<file path="src/rtl/counter_share_pkg.sv">
// counter_share_pkg: shared defaults and types for the time-shared counter block
//   NUM_CH_DEF / WIDTH_DEF : default channel count and count width
//   ch_idx_t               : channel index sized for NUM_CH_DEF channels
//   count_t                : one channel's count value at WIDTH_DEF bits
package counter_share_pkg;
  localparam int NUM_CH_DEF = 4;
  localparam int WIDTH_DEF  = 8;
  localparam int CH_IDX_W   = NUM_CH_DEF > 1 ? $clog2(NUM_CH_DEF) : 1;
  typedef logic [CH_IDX_W-1:0]  ch_idx_t;
  typedef logic [WIDTH_DEF-1:0] count_t;
endpackage

</file>
<file path="src/rtl/counter_rr_arbiter.sv">
// counter_rr_arbiter: combinational round-robin pick of the first eligible channel at or above ptr
//   eligible    in  NUM_CH  requesters allowed to win this cycle
//   ptr         in  IW      highest-priority channel this cycle
//   grant       out NUM_CH  one-hot winner (zero when nothing eligible)
//   grant_idx   out IW      winner index
//   grant_valid out 1       some channel won
module counter_rr_arbiter
  import counter_share_pkg::*;
#(
  parameter int NUM_CH = NUM_CH_DEF,
  parameter int IW     = NUM_CH > 1 ? $clog2(NUM_CH) : 1
) (
  input  logic [NUM_CH-1:0] eligible,
  input  logic [IW-1:0]     ptr,
  output logic [NUM_CH-1:0] grant,
  output logic [IW-1:0]     grant_idx,
  output logic              grant_valid
);
  logic [IW:0] s;
  // Walk offsets from the top down so the smallest offset from ptr is the last writer and wins.
  always_comb begin
    grant_valid = 1'b0;
    grant_idx   = '0;
    s           = '0;
    for (int i = NUM_CH - 1; i >= 0; i--) begin
      s = {1'b0, ptr} + (IW+1)'(i);
      s = s >= (IW+1)'(NUM_CH) ? s - (IW+1)'(NUM_CH) : s;
      if (eligible[s[IW-1:0]]) begin
        grant_valid = 1'b1;
        grant_idx   = s[IW-1:0];
      end
    end
    grant = grant_valid ? NUM_CH'(1) << grant_idx : '0;
  end
endmodule

</file>
<file path="src/rtl/counter_share_ctrl.sv">
// counter_share_ctrl: NUM_CH counters sharing one WIDTH-bit incrementer under round-robin arbitration
//   clk, reset  rising-edge clock, synchronous active-high reset
//   inc_req     per-channel level increment request, held until acked
//   clr         per-channel synchronous clear of the count
//   inc_ack     one-cycle pulse when a channel's increment commits
//   wrap        pulse on max->0 rollover; sticky saturation flag when COUNTER_SHARE_SAT_EN is defined
//   count       channel i at [i*WIDTH +: WIDTH], registered
//   busy        OR of eligible requests (combinational)
// Build option: COUNTER_SHARE_SAT_EN makes counts saturate at all-ones instead of wrapping.
module counter_share_ctrl
  import counter_share_pkg::*;
#(
  parameter int NUM_CH = NUM_CH_DEF,
  parameter int WIDTH  = WIDTH_DEF
) (
  input  logic                    clk,
  input  logic                    reset,
  input  logic [NUM_CH-1:0]       inc_req,
  input  logic [NUM_CH-1:0]       clr,
  output logic [NUM_CH-1:0]       inc_ack,
  output logic [NUM_CH-1:0]       wrap,
  output logic [NUM_CH*WIDTH-1:0] count,
  output logic                    busy
);
  localparam int IW = NUM_CH > 1 ? $clog2(NUM_CH) : 1;
  logic [WIDTH-1:0]  cnt_q [NUM_CH];
  logic [WIDTH-1:0]  cnt_d [NUM_CH];
  logic [NUM_CH-1:0] ack_q, ack_d, wrap_q, wrap_d, wrap_set;
  logic [NUM_CH-1:0] eligible, grant;
  logic [IW-1:0]     ptr_q, ptr_d, grant_idx;
  logic              grant_valid, at_max;
  logic [WIDTH-1:0]  cur, nxt;
  // Masking on the registered ack spaces increments of a held request two cycles apart.
  assign eligible = inc_req & ~clr & ~ack_q;
  assign busy     = |eligible;
  assign inc_ack  = ack_q;
  assign wrap     = wrap_q;
  for (genvar g = 0; g < NUM_CH; g++) begin : g_cnt
    assign count[g*WIDTH +: WIDTH] = cnt_q[g];
  end
  counter_rr_arbiter #(.NUM_CH(NUM_CH), .IW(IW)) u_arb (
    .eligible    (eligible),
    .ptr         (ptr_q),
    .grant       (grant),
    .grant_idx   (grant_idx),
    .grant_valid (grant_valid)
  );
  // The single shared incrementer: mux the winner's count, add one.
  assign cur    = cnt_q[grant_idx];
  assign at_max = &cur;
  always_comb begin
`ifdef COUNTER_SHARE_SAT_EN
    nxt = at_max ? cur : cur + 1'b1;
`else
    nxt = cur + 1'b1;
`endif
  end
  always_comb begin
    wrap_set = grant_valid && at_max ? grant : '0;
    ack_d    = grant;
    ptr_d    = !grant_valid ? ptr_q : grant_idx == IW'(NUM_CH - 1) ? '0 : grant_idx + 1'b1;
    for (int i = 0; i < NUM_CH; i++) cnt_d[i] = clr[i] ? '0 : cnt_q[i];
    if (grant_valid) cnt_d[grant_idx] = nxt;
`ifdef COUNTER_SHARE_SAT_EN
    wrap_d = (wrap_q & ~clr) | wrap_set;
`else
    wrap_d = wrap_set;
`endif
  end
  always_ff @(posedge clk) begin
    if (reset) begin
      cnt_q  <= '{default: '0};
      ack_q  <= '0;
      wrap_q <= '0;
      ptr_q  <= '0;
    end else begin
      cnt_q  <= cnt_d;
      ack_q  <= ack_d;
      wrap_q <= wrap_d;
      ptr_q  <= ptr_d;
    end
  end
endmodule

</file>
<file path="config.mk">
export PLATFORM = sky130hd
export DESIGN_NAME = counter_share_ctrl
export DESIGN_NICKNAME = d
export VERILOG_FILES = /design/src/rtl/counter_share_pkg.sv /design/src/rtl/counter_rr_arbiter.sv /design/src/rtl/counter_share_ctrl.sv
export SDC_FILE = /design/constraint.sdc
export NUM_CORES = 1
export LEC_CHECK = 0
export BUFFER_PORTS_ARGS = -buffer_cell sky130_fd_sc_hd__buf_2
export CORE_MARGIN = 8
export CORE_UTILIZATION = 23
export DETAILED_ROUTE_END_ITERATION = 12
export PLACE_DENSITY = 0.48
export SLEW_MARGIN = 25
export SYNTH_ARGS = -nofsm -noshare
export SYNTH_HDL_FRONTEND = slang
export SYNTH_SLANG_ARGS = --single-unit
</file>
<file path="constraint.sdc">
create_clock -name clk -period 7.19 [get_ports clk]
set_input_delay 0.3595 -clock clk [delete_from_list [all_inputs] [get_ports clk]]
set_output_delay 0.3595 -clock clk [all_outputs]
set_load 0.1 [all_outputs]
</file>
==> results of run 1 <==
[routing by layer]
metal	wire, µm	part of all wire (%)
met1	3460	45
met2	3650	47
met3	581	7.5
met4	25	0.32
met5	0	0
[path summary, 6_finish.rpt]
check | cells after the start | startpoint | to | slack (ns)
setup / recovery | 13 | ptr_q[0]$_SDFFE_PP0N_ | count[22]$_SDFF_PP0_ | 3.53
hold / removal | 2 | clr[2] | count[22]$_SDFF_PP0_ | 0.46
setup reg to reg | 13 | ptr_q[0]$_SDFFE_PP0N_ | count[22]$_SDFF_PP0_ | 3.53
hold reg to reg | 2 | count[22]$_SDFF_PP0_ | count[22]$_SDFF_PP0_ | 0.52
[sequential cells by signal (all words and copies together), names as in the netlist]
name and count:
ptr_q 2, inc_ack 4, count 32, wrap 4
[kinds of logic after synthesis]
family | count (synthesis)
xor+xnor | 3
buf+inv | 32
fa+ha+maj | 5
simple gates | 120
flops | 42
compound gates | 52
mux | 10
[power groups by stage]
stage,Clock [µW],Sequential [µW],Combinational [µW]
floorplan,0,326,104
global placement,0,260,210
detailed placement,0,260,210
CTS,238,255,211
global route,249,257,224
finish,232,255,210
[final cells by class]
type / instances / share of cell area, %
Multi-Input combinational cell: 190 / 48.1
Sequential cell: 42 / 30.1
Timing Repair Buffer: 50 / 8.94
Tap cell: 133 / 5.95
Clock buffer: 6 / 2.95
Clock inverter: 2 / 2.15
Inverter: 14 / 1.88
[critical path, cell delays in order (launching register included)]
cell and delay [ns]:
dfxtp_1 0.33, or4b_1 0.56, o221ai_1 0.38, nor2_2 0.25
inv_2 0.23, a211oi_1 0.10, a31o_2 0.33, inv_1 0.07
ha_1 0.18, inv_1 0.06, a221o_1 0.29, nor4_4 0.40
mux2i_1 0.25, o41ai_1 0.08
[cells in the mapped netlist, drive strengths merged (4+ instances only)]
cell    count  share of area [%]
dfxtp      42                 36
nand2b      4                1.1
nand3      11                2.4
nor2       17                2.8
a21o        4                1.3
nor3b      11                3.5
buf         5                1.7
mux2i       8                3.4
a211oi      4                1.3
a21oi      16                3.4
and2        4                1.1
o21ai       4               0.86
a211o       8                3.0
nor3       10                3.1
ha          5                2.7
or4b       17                7.3
clkbuf     13                2.1
nor4b       4                1.5
nand2      23                3.8
inv        14                2.3
nand4       8                2.2
[stage by stage]
step           total power [µW]  area, µm²
5_1_grt                     730       2800
3_3_place_gp                470       2660
4_1_cts                     704       2800
6_report                    697       2800
2_1_floorplan               430       2330
3_5_place_dp                470       2660
==> out/results.txt, run 1 <==
status = completed
Post-Synth Adder-Cell Area = 2.69%
Clk Latency, worst-skew pair = 0.30 ns
routed len/inst = 17.7 µm
critical path data required time = 7.35 ns
post-synthesis mux area share = 4.57%
kind of critical path = flip-flop to flip-flop
Worst setup SP type = flip-flop
clock share of power = 33.3%
DP Worst Slack = 3.34 ns
Logic pwr share = 30.2%
clock sinks = 42
Lkg Pwr = 0.00117 µW
DRC Markers = 0
Final Slew Violations = 0
Rows = 36
fillcell total = 1116
Peak VDD IR = 0.0858 mV
PortBufs = 50
Hold Crit Class = input pin to flip-flop
FMAX = 274 MHz
core area = 9820 µm²
area of the multi-input gates = 1350 µm²
CTS H-Tree Depth = 2
YS warnings = 0
Final Util = 28.5%
XOR/XNOR Fraction of Synth Area = 1.13%
Slew headroom = 39.7%
largest family of logic cells by synthesized area = simple AND/OR/NAND/NOR gates
Iteration-0 DRC Markers = 127
clock slew at reported path FFs = 0.08 ns
most frequent cells in the layout = buf_2 (50), dfxtp_1 (42), nand2_1 (22)
Compound-Gate Fraction of Synth Area = 15.7%
PD cells = 249 nW/µm²
non-filler instance count after layout = 437
setup TNS = 0 ns
Post-synth EDFFs = 0
Hold Fails Final Rpt = 0
final worst setup slack = 3.53 ns
CTS tree = built
Sw Pwr = 259 µW
Distinct cells, synth = 49
worst-path fanout max = 14
die height = 117 µm
vias in the first global route = 2118
diodes inserted = 0
setup violators final = 0
# Max-Cap Violations = 0
clk buf depth = 2
root buffer cell = clkbuf_8
final worst-path cycle share = 50.8%
top_reg_cell synth = dfxtp_1
Nets = 318
GR met1 Demand/Resource = 15.1%
post-synthesis sequential area ratio = 36.1%
CP Capture Type = flip-flop
hold buffers post-CTS = 0
critical path data arrival time = 3.82 ns
Yosys reg bits = 42
starting density of the core = 23.7%
Mapped Nets = 279
worst-margin pin slew = 0.901 ns
Hold Slack = 0.465 ns
GP Congestion = 0.824
grt total ovfl = 0
final worst path period need = 3.66 ns
unrepaired setup endpoints after global routing = false
Post-Synth Simple-Gate Area = 33.7%
Int Pwr = 438 µW
Top Ports = 51
Routed WL = 7720 µm
Antenna Nets Post-Route = 0
initial antenna violation count = 0
Sequential Area = 841 µm²
Layout Skew = 0.00970 ns
GR Layer Usage met3 = 3.00%
Synth-to-Final Area Change = 20.2%
post-synthesis cell count = 264
Post-Place Cells = 429
async set-reset flop share out of synthesis = 0%
synthesized cell area = 2330 µm²
HPWL after DPL = 5680 µm
Synth Area per Inst = 8.82 µm²
layout cells sized above 1 = 28.9%
routed vias = 2134
Vias/cell = 4.88
Switching Share = 37.2%
GRT busiest layer = met2
commonest non-fill, non-tap cell in the layout = buf_2
CTS buffer count = 5
post-cts resize count = 0
drt first pass iters = 4
largest net degree at the start of global routing = 40
Die ar. = 13600 µm²
Sequential Power Share = 36.5%
Overall Global Routing Usage = 11.5%
post-CTS setup buffers = 0
global-route wire length before repair = 12000 µm
Die Width = 117 µm
GRT met2 Usage = 18.5%
Power figures use the tool's default switching activity.
==> run 2: changes to the inputs <==
--- a/config.mk
+++ b/config.mk
@@ -5,11 +5,12 @@
 export SDC_FILE = /design/constraint.sdc
 export NUM_CORES = 1
 export LEC_CHECK = 0
+export ABC_AREA = 1
 export BUFFER_PORTS_ARGS = -buffer_cell sky130_fd_sc_hd__buf_2
 export CORE_MARGIN = 8
 export CORE_UTILIZATION = 23
 export DETAILED_ROUTE_END_ITERATION = 12
-export PLACE_DENSITY = 0.48
+export PLACE_DENSITY = 0.5
 export SLEW_MARGIN = 25
 export SYNTH_ARGS = -nofsm -noshare
 export SYNTH_HDL_FRONTEND = slang
==> constraint.sdc (replaced) <==
create_clock -name clk -period 2.95 [get_ports clk]
set_input_delay 0.1475 -clock clk [delete_from_list [all_inputs] [get_ports clk]]
set_output_delay 0.1475 -clock clk [all_outputs]
set_load 0.1 [all_outputs]
==> run 2 against run 1 <==
  * Setup slack got worse by 3.2 ns
  * Register-to-register slack got worse by 3.2 ns
  * Global-route usage fell by 0.099 points
  * Highest routed layer unchanged
  * Routed wire length rose by 3.1%
  * Core utilization rose by 0.85 points
  * Synthesized area rose by 3.7%
  * Flip-flop and latch count did not move
==> out/results.txt, run 2 <==
uppermost layer routed = met4
unrepaired setup endpoints after global routing = false
DRC Markers = 0
global-route wire length before repair = 12900 µm
setup violators final = 0
Iteration-0 DRC Markers = 183
core area = 10300 µm²
DP Worst Slack = 0.209 ns
top_reg_cell synth = dfxtp_1
routed len/inst = 14.3 µm
Slew headroom = 66.6%
hold buffers post-CTS = 0
R2R cell count = 17
Rows = 37
most common cell in the netlist = nand2_1
DRT met1 WL = 3630 µm
met3 WL post-DR = 529 µm
root buffer cell = clkbuf_8
Top Ports = 51
Clk Latency, worst-skew pair = 0.30 ns
clock slew at reported path FFs = 0.09 ns
HPWL after DPL = 6140 µm
final worst path period need = 2.63 ns
async set-reset flop share out of synthesis = 0%
# Max-Cap Violations = 0
Distinct cells, synth = 29
commonest non-fill, non-tap cell in the layout = nand2_1
Post-synth top cells = nand2_1 (84), inv_1 (71), nand3_1 (48), dfxtp_1 (42), nor2_1 (21)
die height = 118 µm
leading area contributor after synthesis = dfxtp_1
CTS H-Tree Depth = 2
clock sinks = 42
share of the synthesized area in the top cell type = 34.9%
synthesized cell area = 2410 µm²
drt first pass iters = 4
CTS tree = built
PortBufs = 50
vias in the first global route = 2482
status = completed
final worst setup slack = 0.321 ns
Die ar. = 14000 µm²
YS warnings = 0
post-cts resize count = 0
setup TNS = 0 ns
Largest register FFs = 32
Routed WL = 7960 µm
kind of critical path = flip-flop to flip-flop
initial antenna violation count = 0
Post-synth EDFFs = 0
post-CTS setup buffers = 0
grt total ovfl = 0
starting density of the core = 23.5%
critical path data arrival time = 2.84 ns
routed length on met2 = 3670 µm
critical path data required time = 3.16 ns
Nets = 436
most frequent cells in the layout = nand2_1 (84), inv_1 (71), buf_2 (50)
final worst-path cycle share = 89.1%
Antenna Nets Post-Route = 0
post-synthesis cell count = 362
Worst setup SP type = flip-flop
Hold Fails Final Rpt = 0
Yosys reg bits = 42
Die Width = 118 µm
largest net degree at the start of global routing = 19
Vias/cell = 4.44
routed vias = 2479
diodes inserted = 0
Final Slew Violations = 0
top cells by area, synth = dfxtp_1 (35%), nand2_1 (13%), inv_1 (11%), nand3_1 (10%), nand3_2 (3.7%)
Mapped Nets = 377
Synth-to-Final Area Change = 25.0%
Layout Skew = 0.00959 ns
Overall Global Routing Usage = 11.4%
FMAX = 380 MHz
clk buf depth = 2
GP Congestion = 0.884
worst-path fanout max = 15
layout cells sized above 1 = 25.6%
CTS buffer count = 5
Final Util = 29.3%
CP Capture Type = flip-flop
Synth Area per Inst = 6.66 µm²
post-synthesis sequential area ratio = 34.9%
Hold Crit Class = input pin to flip-flop
worst-margin pin slew = 0.504 ns
hold depth = 6
## run 2: cell count changes in the layout (fill, tap and decap cells not counted), sizes merged, moves of 6 or more
cell | previous run | this run
a21oi | 16 | 10
buf | 50 | 59
nand3 | 11 | 57
a211o | 8 | 0
or4b | 17 | 0
nor3 | 10 | 1
mux2i | 8 | 0
nor3b | 11 | 0
nor2 | 17 | 23
o21ai | 4 | 23
inv | 14 | 78
nand2 | 23 | 97
## run 2: final cells by class
cell class | count | area [µm²]
fill | 1159 | 7260
multi-input combinational | 235 | 1230
sequential | 42 | 857
timing repair buffer | 59 | 318
inverter | 78 | 298
tap | 136 | 170
clock buffer | 7 | 108
clock inverter | 1 | 30.0
## run 2: metal layers
metal	vias to the layer above	global-route usage (%)
met5	-	0
met4	0	4.43
met3	13	3.00
met2	74	19.0
met1	1139	13.8
li1	1253	-
## run 2: stage by stage
step / hold slack, ns / instances / instance area (µm²)
6_report: 0.218 / 558 / 3020
3_3_place_gp: 0.478 / 550 / 2870
4_1_cts: 0.222 / 558 / 3010
2_1_floorplan: 0.393 / 362 / 2430
3_5_place_dp: 0.478 / 550 / 2870
5_1_grt: 0.255 / 558 / 3020
## run 2: cell families after synthesis
family	count (synthesis)	share of synthesized area (%)
DFF	42	34.9
xor gates and xnor gates	3	1.40
buffers and inverters	85	14.2
and+or+nand+nor	185	37.0
adders and majority gates	5	2.59
AOI/OAI and AO/OA	42	9.96
## run 2: worst max-delay path, cell delays in order, from the launching register on
cell	delay, ns
dfxtp_4	0.34
nor2_1	0.14
nand2_1	0.09
o21ai_1	0.17
nand2_1	0.10
nand2_1	0.09
nand2_2	0.07
nand3_2	0.19
nand2_4	0.17
nand2_1	0.11
nand3_1	0.09
nand2_2	0.16
ha_2	0.28
nand2_1	0.10
o21ai_2	0.19
nand3_1	0.11
nand2_1	0.07
inv_1	0.04
## run 2: final timing paths
kind                               from                    to  slack, ns
setup / recovery  inc_ack[0]$_SDFF_PP0_  count[20]$_SDFF_PP0_       0.32
hold / removal                   clr[1]  count[15]$_SDFF_PP0_       0.22
setup reg to reg  inc_ack[0]$_SDFF_PP0_  count[20]$_SDFF_PP0_       0.32
hold reg to reg    count[11]$_SDFF_PP0_  count[11]$_SDFF_PP0_       0.48
Power of run 2 is left out: the tool's default activity adds up to more than one toggle a clock period on the data nets, which glitch-free logic cannot reach.
==> run 3: changes to the inputs <==
--- a/config.mk
+++ b/config.mk
@@ -11,6 +11,7 @@
 export CORE_UTILIZATION = 23
 export DETAILED_ROUTE_END_ITERATION = 12
 export PLACE_DENSITY = 0.5
+export SETUP_SLACK_MARGIN = 0.5
 export SLEW_MARGIN = 25
 export SYNTH_ARGS = -nofsm -noshare
 export SYNTH_HDL_FRONTEND = slang
==> run 3 against run 2 <==
  * Setup slack better by 0.19 ns
  * Fmax grew 7.7%
  * Routed wire length up 4.2%
  * Count of clock-buffer cells in the layout is 1 higher
  * Die area is the same
  * Core utilization rose by 5.4 points
  * Register-to-register slack better by 0.19 ns
  * Critical path depth did not move
  * Worst hold slack better by 0.026 ns
==> out/results.txt, run 3 (synthesis gave the netlist of run 2 again) <==
non-filler instance count after layout = 582
root buffer cell = clkbuf_8
fillcell total = 1141
DP Worst Slack = 0.210 ns
Antenna Nets Post-Route = 0
critical path data required time = 3.18 ns
diodes inserted = 0
GP Congestion = 0.875
Hold Crit Endpoint = count[7]$_SDFF_PP0_
min-delay src = clr[0]
Crit path top cell by count = nand2_2
largest net degree at the start of global routing = 19
grt total ovfl = 0
final worst path period need = 2.44 ns
flop-to-flop setup slack = 0.51 ns
starting density of the core = 23.5%
Worst setup SP type = flip-flop
Nets = 460
WP buf/inv = 2
R2R Path Start = inc_ack[2]$_SDFF_PP0_
CTS buffer count = 5
clock slew at reported path FFs = 0.09 ns
CP top delay family = simple AND/OR/NAND/NOR gates
Critical R2R Capture = wrap[3]$_SDFF_PP0_
status = completed
Iteration-0 DRC Markers = 135
core area = 10300 µm²
Hold Slack = 0.244 ns
most frequent cells in the layout = nand2_1 (66), inv_1 (61), buf_2 (50)
HPWL after DPL = 6050 µm
CTS tree = built
Critical Path Stages = 17
hold depth = 6
layout cells sized above 1 = 43.7%
PortBufs = 50
Hold Crit Class = input pin to flip-flop
Top Ports = 51
setup violators final = 0
final worst setup slack = 0.509 ns
routed len/inst = 14.3 µm
drt first pass iters = 4
global-route wire length before repair = 12300 µm
Crit-path slowest cell = dfxtp_4
Synth-to-Final Area Change = 48.1%
Overall Global Routing Usage = 10.8%
CP startpoint = inc_ack[2]$_SDFF_PP0_
Layout Skew = 0.0124 ns
Largest register FFs = 32
Max stage delay on crit path = 0.34 ns
clk buf depth = 2
unrepaired setup endpoints after global routing = true
CP cell instances = nand3b_1 > nand2_2 > nand3_2 > nand2_1 > inv_1 > nand2_2 > nand2_4 > nand2_8 > nand2_8 > buf_6 > nand2_1 > nand3_2 > nand2_4 > nand2_2 > nor2_4 > nand4_1 > nor2_1
critical path data arrival time = 2.67 ns
CP Capture Type = flip-flop
# Max-Cap Violations = 0
Rows = 37
R2R cell count = 17
Routed WL = 8300 µm
final worst-path cycle share = 82.7%
Vias/cell = 4.42
CTS H-Tree Depth = 2
Die ar. = 14000 µm²
DRC Markers = 0
commonest non-fill, non-tap cell in the layout = nand2_1
Post-Place Cells = 546
vias in the first global route = 2449
Die Width = 118 µm
Slew headroom = 65.5%
die height = 118 µm
routed vias = 2571
Clk Latency, worst-skew pair = 0.30 ns
clock sinks = 42
kind of critical path = flip-flop to flip-flop
Final Slew Violations = 0
initial antenna violation count = 0
setup TNS = 0 ns
FMAX = 410 MHz
worst-path fanout max = 10
Hold Fails Final Rpt = 0
worst-margin pin slew = 0.516 ns
-- run 3: cell types whose count changed in the layout (fill, tap and decap cells not counted), sizes merged --
cell,change
clkbuf,+2
bufinv,-1
buf,+23
-- run 3: tightest hold or removal path, delay by kind of cell --
family,cells,cell delay (ns)
buffers and inverters,2,0.15
and+or+nand+nor,4,0.20
-- run 3: layout make-up --
class | count | area (µm²) | area share [%]
clock buffers | 8 | 90.1 | 2.52
inverters | 78 | 308 | 8.61
multi-input cells | 235 | 1580 | 44.2
flip-flops and latches | 42 | 861 | 24.1
well taps | 136 | 170 | 4.76
repair buffers | 83 | 567 | 15.9
-- run 3: worst max-delay path by stage --
stage                      endpoint  slack (ns)
2_1_floorplan  count[18]$_SDFF_PP0_        0.19
3_3_place_gp   count[28]$_SDFF_PP0_        0.30
3_5_place_dp   count[28]$_SDFF_PP0_        0.21
4_1_cts        count[10]$_SDFF_PP0_        0.52
5_1_grt        count[12]$_SDFF_PP0_        0.40
6_report         wrap[3]$_SDFF_PP0_        0.51
-- run 3: repair_timing --
| item | in CTS | in global routing |
|---|---|---|
| hold buffers | 0 | 0 |
| pin swaps | 3 | 35 |
| buffers inserted | 8 | 19 |
| endpoints found under the setup margin | 34 | 36 |
| cloned | 0 | 1 |
| resized for setup | 16 | 78 |
-- run 3: stage by stage --
stage	util [%]	instance area, µm²
6_report	34.8	3570
5_1_grt	34.8	3570
4_1_cts	30.0	3080
3_5_place_dp	27.8	2860
3_3_place_gp	27.8	2860
2_1_floorplan	-	2460
-- run 3: routing by layer --
metal	vias up	track usage [%]	wire length (µm)
li1	1306	-	-
met1	1189	13.2	3500
met2	69	18.3	4150
met3	7	3.33	594
met4	0	2.13	54
met5	-	0	0
Power of run 3 is left out for the same reason.
